<file path="config.mk">
export PLATFORM = sky130hd
export DESIGN_NAME = param_fifo_flat
export DESIGN_NICKNAME = d
export VERILOG_FILES = /design/src/rtl/param_fifo_pkg.sv /design/src/rtl/param_fifo_if.sv /design/src/rtl/param_fifo_core.sv /design/src/rtl/param_fifo.sv /design/src/flat_wrapper.sv
export SDC_FILE = /design/constraint.sdc
export NUM_CORES = 1
export LEC_CHECK = 0
export BUFFER_PORTS_ARGS = -buffer_cell sky130_fd_sc_hd__buf_2
export CORE_UTILIZATION = 44
export CTS_CLUSTER_DIAMETER = 50
export DETAILED_ROUTE_END_ITERATION = 10
export GPL_TIMING_DRIVEN = 0
export SKIP_LAST_GASP = 1
export SYNTH_ARGS = -nofsm -noshare
export SYNTH_HDL_FRONTEND = slang
export SYNTH_SLANG_ARGS = --single-unit
</file>
<file path="constraint.sdc">
create_clock -name clk -period 4 [get_ports clk]
set_clock_uncertainty 0.15 [all_clocks]
set_input_delay 0.6 -clock clk [delete_from_list [all_inputs] [get_ports clk]]
set_output_delay 0.6 -clock clk [all_outputs]
set_load 0.1 [all_outputs]
</file>
<file path="src/rtl/param_fifo_pkg.sv">
// Shared constants and sizing helper for the parameterised FIFO.
package param_fifo_pkg;
  localparam int DATA_WIDTH_DEF = 8;
  localparam int ADDR_WIDTH_DEF = 4;

  function automatic int depth(input int aw);
    return 1 << aw;
  endfunction
endpackage

</file>
<file path="src/rtl/param_fifo_if.sv">
// Producer/consumer handshake bundle; master drives requests, slave is the FIFO.
interface param_fifo_if
  import param_fifo_pkg::*;
#(
  parameter int DATA_WIDTH = DATA_WIDTH_DEF
);
  logic                  wr_en;
  logic                  rd_en;
  logic [DATA_WIDTH-1:0] din;
  logic [DATA_WIDTH-1:0] dout;
  logic                  full;
  logic                  empty;

  modport master (output wr_en, rd_en, din, input dout, full, empty);
  modport slave  (input wr_en, rd_en, din, output dout, full, empty);
endinterface

</file>
<file path="src/rtl/param_fifo_core.sv">
// FIFO storage, binary wrap-bit pointers, status flags and registered read port.
module param_fifo_core
  import param_fifo_pkg::*;
#(
  parameter int DATA_WIDTH = DATA_WIDTH_DEF,
  parameter int ADDR_WIDTH = ADDR_WIDTH_DEF
) (
  input  logic                  clk,
  input  logic                  rst,
  input  logic                  wr_en,
  input  logic                  rd_en,
  input  logic [DATA_WIDTH-1:0] din,
  output logic [DATA_WIDTH-1:0] dout,
  output logic                  full,
  output logic                  empty
);
  localparam int PW = ADDR_WIDTH + 1;

  logic [DATA_WIDTH-1:0] mem [0:depth(ADDR_WIDTH)-1];
  logic [PW-1:0]         wr_ptr_bin_q, wr_ptr_bin_d;
  logic [PW-1:0]         rd_ptr_bin_q, rd_ptr_bin_d;
  logic [DATA_WIDTH-1:0] dout_q, dout_d;
  logic                  wr_acc, rd_acc;

  // Equal low bits with differing wrap bits means the writer lapped the reader.
  always_comb begin
    empty        = (wr_ptr_bin_q == rd_ptr_bin_q);
    full         = (wr_ptr_bin_q[ADDR_WIDTH] != rd_ptr_bin_q[ADDR_WIDTH]) &&
                   (wr_ptr_bin_q[ADDR_WIDTH-1:0] == rd_ptr_bin_q[ADDR_WIDTH-1:0]);
    wr_acc       = wr_en && !full;
    rd_acc       = rd_en && !empty;
    wr_ptr_bin_d = wr_ptr_bin_q + PW'(wr_acc);
    rd_ptr_bin_d = rd_ptr_bin_q + PW'(rd_acc);
    dout_d       = dout_q;
    if (rd_acc) dout_d = mem[rd_ptr_bin_q[ADDR_WIDTH-1:0]];
  end

  always_ff @(posedge clk) begin
    if (rst) begin
      wr_ptr_bin_q <= '0;
      rd_ptr_bin_q <= '0;
      dout_q       <= '0;
    end else begin
      wr_ptr_bin_q <= wr_ptr_bin_d;
      rd_ptr_bin_q <= rd_ptr_bin_d;
      dout_q       <= dout_d;
    end
  end

  // Storage is never cleared; reset only discards it through the pointers.
  always_ff @(posedge clk) begin
    if (!rst && wr_acc) mem[wr_ptr_bin_q[ADDR_WIDTH-1:0]] <= din;
  end

  assign dout = dout_q;
endmodule

</file>
<file path="src/rtl/param_fifo.sv">
// Thin wrapper binding the handshake interface onto the FIFO core.
module param_fifo
  import param_fifo_pkg::*;
#(
  parameter int DATA_WIDTH = DATA_WIDTH_DEF,
  parameter int ADDR_WIDTH = ADDR_WIDTH_DEF
) (
  input  logic         clk,
  input  logic         rst,
  param_fifo_if.slave  bus
);
  param_fifo_core #(
    .DATA_WIDTH (DATA_WIDTH),
    .ADDR_WIDTH (ADDR_WIDTH)
  ) u_core (
    .clk   (clk),
    .rst   (rst),
    .wr_en (bus.wr_en),
    .rd_en (bus.rd_en),
    .din   (bus.din),
    .dout  (bus.dout),
    .full  (bus.full),
    .empty (bus.empty)
  );
endmodule

</file>
<file path="src/flat_wrapper.sv">
// flat-port wrapper written by rule: the top's interface ports become plain ports
module param_fifo_flat import param_fifo_pkg::*;
#(
  parameter int DATA_WIDTH = DATA_WIDTH_DEF,
  parameter int ADDR_WIDTH = ADDR_WIDTH_DEF
)
  (clk, rst, bus_wr_en, bus_rd_en, bus_din, bus_dout, bus_full, bus_empty);
  param_fifo_if #(.DATA_WIDTH(DATA_WIDTH)) bus_i ();
  input  logic clk;
  input  logic rst;
  input wire logic [$bits(bus_i.wr_en)-1:0] bus_wr_en;
  input wire logic [$bits(bus_i.rd_en)-1:0] bus_rd_en;
  input wire logic [$bits(bus_i.din)-1:0] bus_din;
  output wire logic [$bits(bus_i.dout)-1:0] bus_dout;
  output wire logic [$bits(bus_i.full)-1:0] bus_full;
  output wire logic [$bits(bus_i.empty)-1:0] bus_empty;
  assign bus_i.wr_en = bus_wr_en;
  assign bus_i.rd_en = bus_rd_en;
  assign bus_i.din = bus_din;
  assign bus_dout = bus_i.dout;
  assign bus_full = bus_i.full;
  assign bus_empty = bus_i.empty;
  param_fifo #(.DATA_WIDTH(DATA_WIDTH), .ADDR_WIDTH(ADDR_WIDTH)) u_core (.clk(clk), .rst(rst), .bus(bus_i));
endmodule
</file>
==> results of run 1 <==
-- per-layer routing --
layer  share of wire  up-vias
met5               0        -
li1                -     1295
met3           0.044       13
met1            0.46     1434
met2            0.48       66
met4           0.017        0
-- worst max-delay path: stages (launching register included) --
cell,delay (ns)
dfxtp_1,0.35
buf_6,0.18
xnor2_1,0.09
nand4_1,0.13
nand2b_2,0.18
nand3b_4,0.15
buf_2,0.23
nor3_1,1.05
-- final cells by class --
| type | instances | area, um^2 | share of cell area |
|---|---|---|---|
| plain buffers | 17 | 154 | 0.0226 |
| clock buffers | 18 | 429 | 0.0630 |
| clock inverters | 14 | 169 | 0.0248 |
| inverters | 1 | 3.75 | 0.000551 |
| multi-input cells | 127 | 1470 | 0.215 |
| flip-flops and latches | 146 | 4200 | 0.617 |
| well taps | 172 | 215 | 0.0316 |
| repair buffers | 30 | 173 | 0.0253 |
-- registers in the layout (all words and copies together), names as in the netlist --
register / flops
u_core.u_core.dout: 8
u_core.u_core.mem: 128
u_core.u_core.rd_ptr_bin_q: 5
u_core.u_core.wr_ptr_bin_q: 5
-- cell usage in the layout, fill, tap and decap left out, types with 7 or more instances in the layout --
cell type,n
clkbuf_16,17
nor2_1,8
nor3_1,7
buf_4,9
buf_2,25
edfxtp_1,128
mux4_2,22
a22o_1,8
clkinv_2,9
a22oi_1,16
nand2_1,11
mux4_1,10
dfxtp_1,18
-- power by group --
group / switching (mW) / internal [mW] / total [mW]
clock network: 0.575 / 1.03 / 1.60
registers: 0.0164 / 1.69 / 1.70
logic: 0.328 / 0.218 / 0.547
total: 0.919 / 2.93 / 3.85
-- synth_stat cells (2+ instances only) --
master	instances
nand2_1	11
clkbuf_1	3
nand2b_1	3
buf_2	4
ha_1	4
xnor2_1	6
nor4b_1	4
nor4_1	4
nor3_1	8
nor2b_1	6
nand3_1	3
nor2_1	8
mux4_2	22
buf_6	4
and2_1	2
mux4_1	10
a22o_1	8
a22oi_1	16
dfxtp_1	18
edfxtp_1	128
buf_12	2
xor2_1	5
-- final timing paths --
kind / from / endpoint / slack [ns] / cells past startpoint
setup / recovery: u_core.u_core.rd_ptr_bin_q[0] / u_core.u_core.mem[6][6] / 1.08 / 7
hold / removal: u_core.u_core.dout[7] / u_core.u_core.dout[7] / 0.32 / 1
setup reg to reg: u_core.u_core.rd_ptr_bin_q[0] / u_core.u_core.mem[6][6] / 1.08 / 7
hold reg to reg: u_core.u_core.dout[7] / u_core.u_core.dout[7] / 0.32 / 1
-- cell families (layout without fill, tap and decap cells) --
family / Yosys count / after routing
AO/OA/AOI/OAI: 25 / 25
XOR/XNOR: 11 / 11
adder cells (fa/ha/maj): 4 / 4
buffers and inverters: 18 / 80
flip-flops: 146 / 146
multiplexers: 32 / 32
AND/OR/NAND/NOR: 55 / 55
-- per-stage QoR --
stage / util / instance area [um^2] / total power, mW / setup WS (ns) / hold slack (ns)
global route: 0.536 / 6820 / 3.98 / 0.922 / 0.347
global placement: 0.479 / 6100 / 2.27 / 0.719 / 0.307
floorplan: - / 5780 / 2.16 / 1.26 / 0.348
detailed placement: 0.488 / 6210 / 2.29 / 1.02 / 0.314
CTS: 0.535 / 6800 / 3.88 / 0.983 / 0.327
finish: 0.536 / 6820 / 3.85 / 1.08 / 0.324
==> out/results.tsv, run 1 <==
metric	value	unit
status	complete, no violations	
grt_pass1_vias	2837	
cts_hold_buf	0	
avgSynthCellArea	19.8	um^2
drc	0	
placed_cells	492	
synth_ff_type	edfxtp_1	
min_period	2.92	ns
io_pins	22	
synth.ff_latch_count	146	
final_nets	356	
nFillCells	1039	
synthXorXnorAreaFrac	0.0167	
grt_pass1_wl	16900	um
synth_fp_nets	307	
start_kind	register	
ctsResizeCount	0	
areaGrowthSynthToFinish	18.0	%
synth.distinct_cells	34	
portBuffers	21	
layoutNonFillerInstCount	525	
met3_usage	0.0441	
vias	2808	
clock_path_buffers	2	
powerDensity	565	nW/um^2
fmax	343	MHz
synth_cells	291	
rsz0062_at_grt	false	
yosysWarnings	0	
track_usage	0.185	
routed_wl	11200	um
endpoint_kind	register	
synthAdderAreaFrac	0.00867	
finalCritPeriodShare	0.729	
synthTopCellsByArea	edfxtp_1, mux4_2, dfxtp_1	
detail-route-antenna-nets	0	
core-area	12700	um^2
setup_violations	0	
p_leak	2.28	nW
synth_top_family_by_area	multiplexers	
synth-simple-area-share	0.0537	
htree_levels	4	
peakVddDrop	318	uV
cts_sinks	146	
dpl.hpwl	7470	um
postSynth.asyncResetShare	0	
slew_violations	0	
numCtsBuffers	17	
worstPathArrival	2.78	ns
place.gp.congestion	0.774	
cts_tree	yes	
path_max_fanout	10	
initial_core_util	0.454	
grt_antenna_before_repair	0	
busiest_layer	met2	
worstMarginPinSlew	1.31	ns
grt_overflow	0	
required	3.87	ns
slew-limit-headroom	0.122	
grt_max_degree	17	
synth.area.mux_share	0.131	
worstHoldPathType	reg -> reg	
routedWlPerCell	21.4	um
rows	41	
post_cts_buffers	0	
die_y	117	um
synth_area	5780	um^2
synth_edf_count	128	
finalHoldViolCount	0	
seq_area_frac_synth	0.728	
firstDrtPassIters	4	
drtIter0Drc	210	
viasPerCell	5.35	
fp.dieW	117	um
clk_pin_slew	0.06	ns
clock_latency	0.42	ns
met1_usage	0.260	
use_met2	0.276	
antenna_cells	0	
max_cap_viol_count	0	
critical_path_class	reg -> reg	
synth_top_area_cell	edfxtp_1	
cts_root_buffer	clkbuf_16	
dieArea	13600	um^2
synth-compound-area-share	0.0344	
synth_top_area_share	0.666	
drive_above_1_share	0.312	
finalSetupTns	0	ns
Note: power is estimated with default switching activity, not from simulation.
==> run 2, diff against run 1 <==
==> constraint.sdc (replaced) <==
create_clock -name clk -period 2.4 [get_ports clk]
set_clock_uncertainty 0.15 [all_clocks]
set_input_delay 0.36 -clock clk [delete_from_list [all_inputs] [get_ports clk]]
set_output_delay 0.36 -clock clk [all_outputs]
set_load 0.1 [all_outputs]
==> out/results.tsv, run 2 (synthesis gave the netlist of run 1 again) <==
metric	value	unit	change
status	finished, violations left		
violations	negative setup slack		
p_leak	2.42	nW	+6.5%
io_pins	22		unchanged
start_kind	register		
cp_slowest_cell	dfxtp_1		
grt_antenna_before_repair	0		unchanged
startpoint	u_core.u_core.wr_ptr_bin_q[1]		
fmax	393	MHz	+15%
numCtsBuffers	17		unchanged
path_delay_family	simple AND/OR/NAND/NOR gates		
max_cap_viol_count	0		unchanged
rsz0062_at_grt	true		
cts_root_buffer	clkbuf_16		
routed_wl	11900	um	+5.6%
dieArea	13600	um^2	unchanged
dpl.hpwl	7470	um	unchanged
seqCellArea	4200	um^2	unchanged
setup_violations	19		+19
min_period	2.55	ns	-0.370 ns
setup_ws	-0.145	ns	-1.23 ns
layout_common_cells	edfxtp_1, buf_2, mux4_2		
slew-limit-headroom	0.558		+0.436
final_nets	364		+2.2%
cts_tree	yes		
finalSetupTns	-1.62	ns	-1.62 ns
viasPerCell	5.41		+1.1%
clock_latency	0.41	ns	about the same
fin_util	0.555		+0.0196
routedWlPerCell	22.3	um	+4.0%
grt_pass1_wl	17000	um	+0.57%
drtIter0Drc	209		-0.48%
slew_violations	0		unchanged
firstDrtPassIters	4		unchanged
worstMarginPinSlew	0.661	ns	-0.646 ns
place.gp.congestion	0.774		unchanged
powerDensity	911	nW/um^2	+61%
multi_input_area	1560	um^2	+6.4%
required	2.37	ns	-1.50 ns
initial_core_util	0.454		unchanged
drc	0		unchanged
endpoint_kind	register		
path_cells	xnor2_1, nand4_1, nand2b_2, nand3b_4, buf_2, nor4_2, buf_4		
critical_path_class	reg -> reg		
cts_hold_buf	0		unchanged
grt_max_degree	17		unchanged
drive_above_1_share	0.349		+0.0374
path_max_fanout	10		unchanged
largest_reg_flops	128		unchanged
nFillCells	1011		-2.7%
peakVddDrop	536	uV	+69%
finalHoldViolCount	0		unchanged
timing.critical_path.buf_inv	2		unchanged
rows	41		unchanged
final_common_cell	edfxtp_1		
core-area	12700	um^2	unchanged
slowest_delay	0.52	ns	-0.53 ns
die_y	117	um	unchanged
worstHoldPathType	in -> reg		
grt_pass1_vias	2865		+0.99%
track_usage	0.186		+0.00121
clk_pin_slew	0.06	ns	about the same
antenna_cells	0		unchanged
detail-route-antenna-nets	0		unchanged
r2r-start	u_core.u_core.wr_ptr_bin_q[1]		
clock_path_buffers	2		unchanged
min_from	bus_din[5]		
cts_sinks	146		unchanged
vias	2881		+2.6%
grt_overflow	0		unchanged
r2r_slack	-0.15	ns	-1.23 ns
htree_levels	4		unchanged
portBuffers	21		unchanged
finalCritPeriodShare	1.06		+0.332
areaGrowthSynthToFinish	22.3	%	
fp.dieW	117	um	unchanged
worstPathArrival	2.51	ns	-0.27 ns
## run 2: cell types whose count changed in the layout (fill, tap and decap cells not counted)
cell      previous run  this run
nor3_2               1         0
nor3_4               0         8
buf_12               2         9
clkbuf_4             1         0
buf_2               25        24
clkbuf_1             4         3
clkbuf_2             1         2
nor4b_4              0         1
nor3_1               7         0
buf_6                4         5
buf_4                9        11
nor4b_2              4         3
## run 2: timing repair
item	4_1_cts	5_1_grt
cloned	0	0
pin swaps	0	8
gates resized for setup	12	9
endpoints found under the setup margin	75	99
buffers inserted	0	9
## run 2: where the power goes
| group | leakage [nW] | internal [mW] | switching (mW) | total (mW) |
|---|---|---|---|---|
| combinational | 0.819 | 0.365 | 0.561 | 0.925 |
| sequential | 1.30 | 2.81 | 0.0280 | 2.84 |
| clock | 0.304 | 1.72 | 0.963 | 2.68 |
| total | 2.42 | 4.89 | 1.55 | 6.44 |
## run 2: final timing paths
check / to / depth (start not counted)
worst max-delay path: u_core.u_core.mem[2][2] / 7
worst max register to register: u_core.u_core.mem[2][2] / 7
worst min register to register: u_core.u_core.dout[7] / 1
worst min-delay path: u_core.u_core.mem[10][5] / 1
## run 2: layout make-up
type | instances | area share
plain buffers | 17 | 0.0220
clock buffers | 18 | 0.0607
clock inverters | 14 | 0.0239
inverters | 1 | 0.000531
multi-input cells | 127 | 0.221
flip-flops and latches | 146 | 0.595
well taps | 172 | 0.0305
repair buffers | 38 | 0.0462
## run 2: layer usage
layer | vias up | track usage | share of wire | routed length [um]
li1 | 1310 | - | - | -
met1 | 1477 | 0.260 | 0.43 | 5150
met5 | - | 0 | 0 | 0
met3 | 13 | 0.0446 | 0.056 | 670
met4 | 0 | 0.0802 | 0.014 | 168
met2 | 81 | 0.280 | 0.49 | 5870
## run 2: per-stage QoR
stage                     power, mW  hold WS (ns)  setup WS [ns]  cell area (um^2)  std cells
after global routing           6.64         0.188         -0.206              7070        533
after CTS                      6.48         0.184         -0.186              6870        524
after floorplan                3.60         0.309         -0.136              5780        291
after global placement         3.79         0.307         -0.881              6100        484
final                          6.44         0.197         -0.145              7070        533
after detailed placement       3.81         0.314         -0.584              6210        492
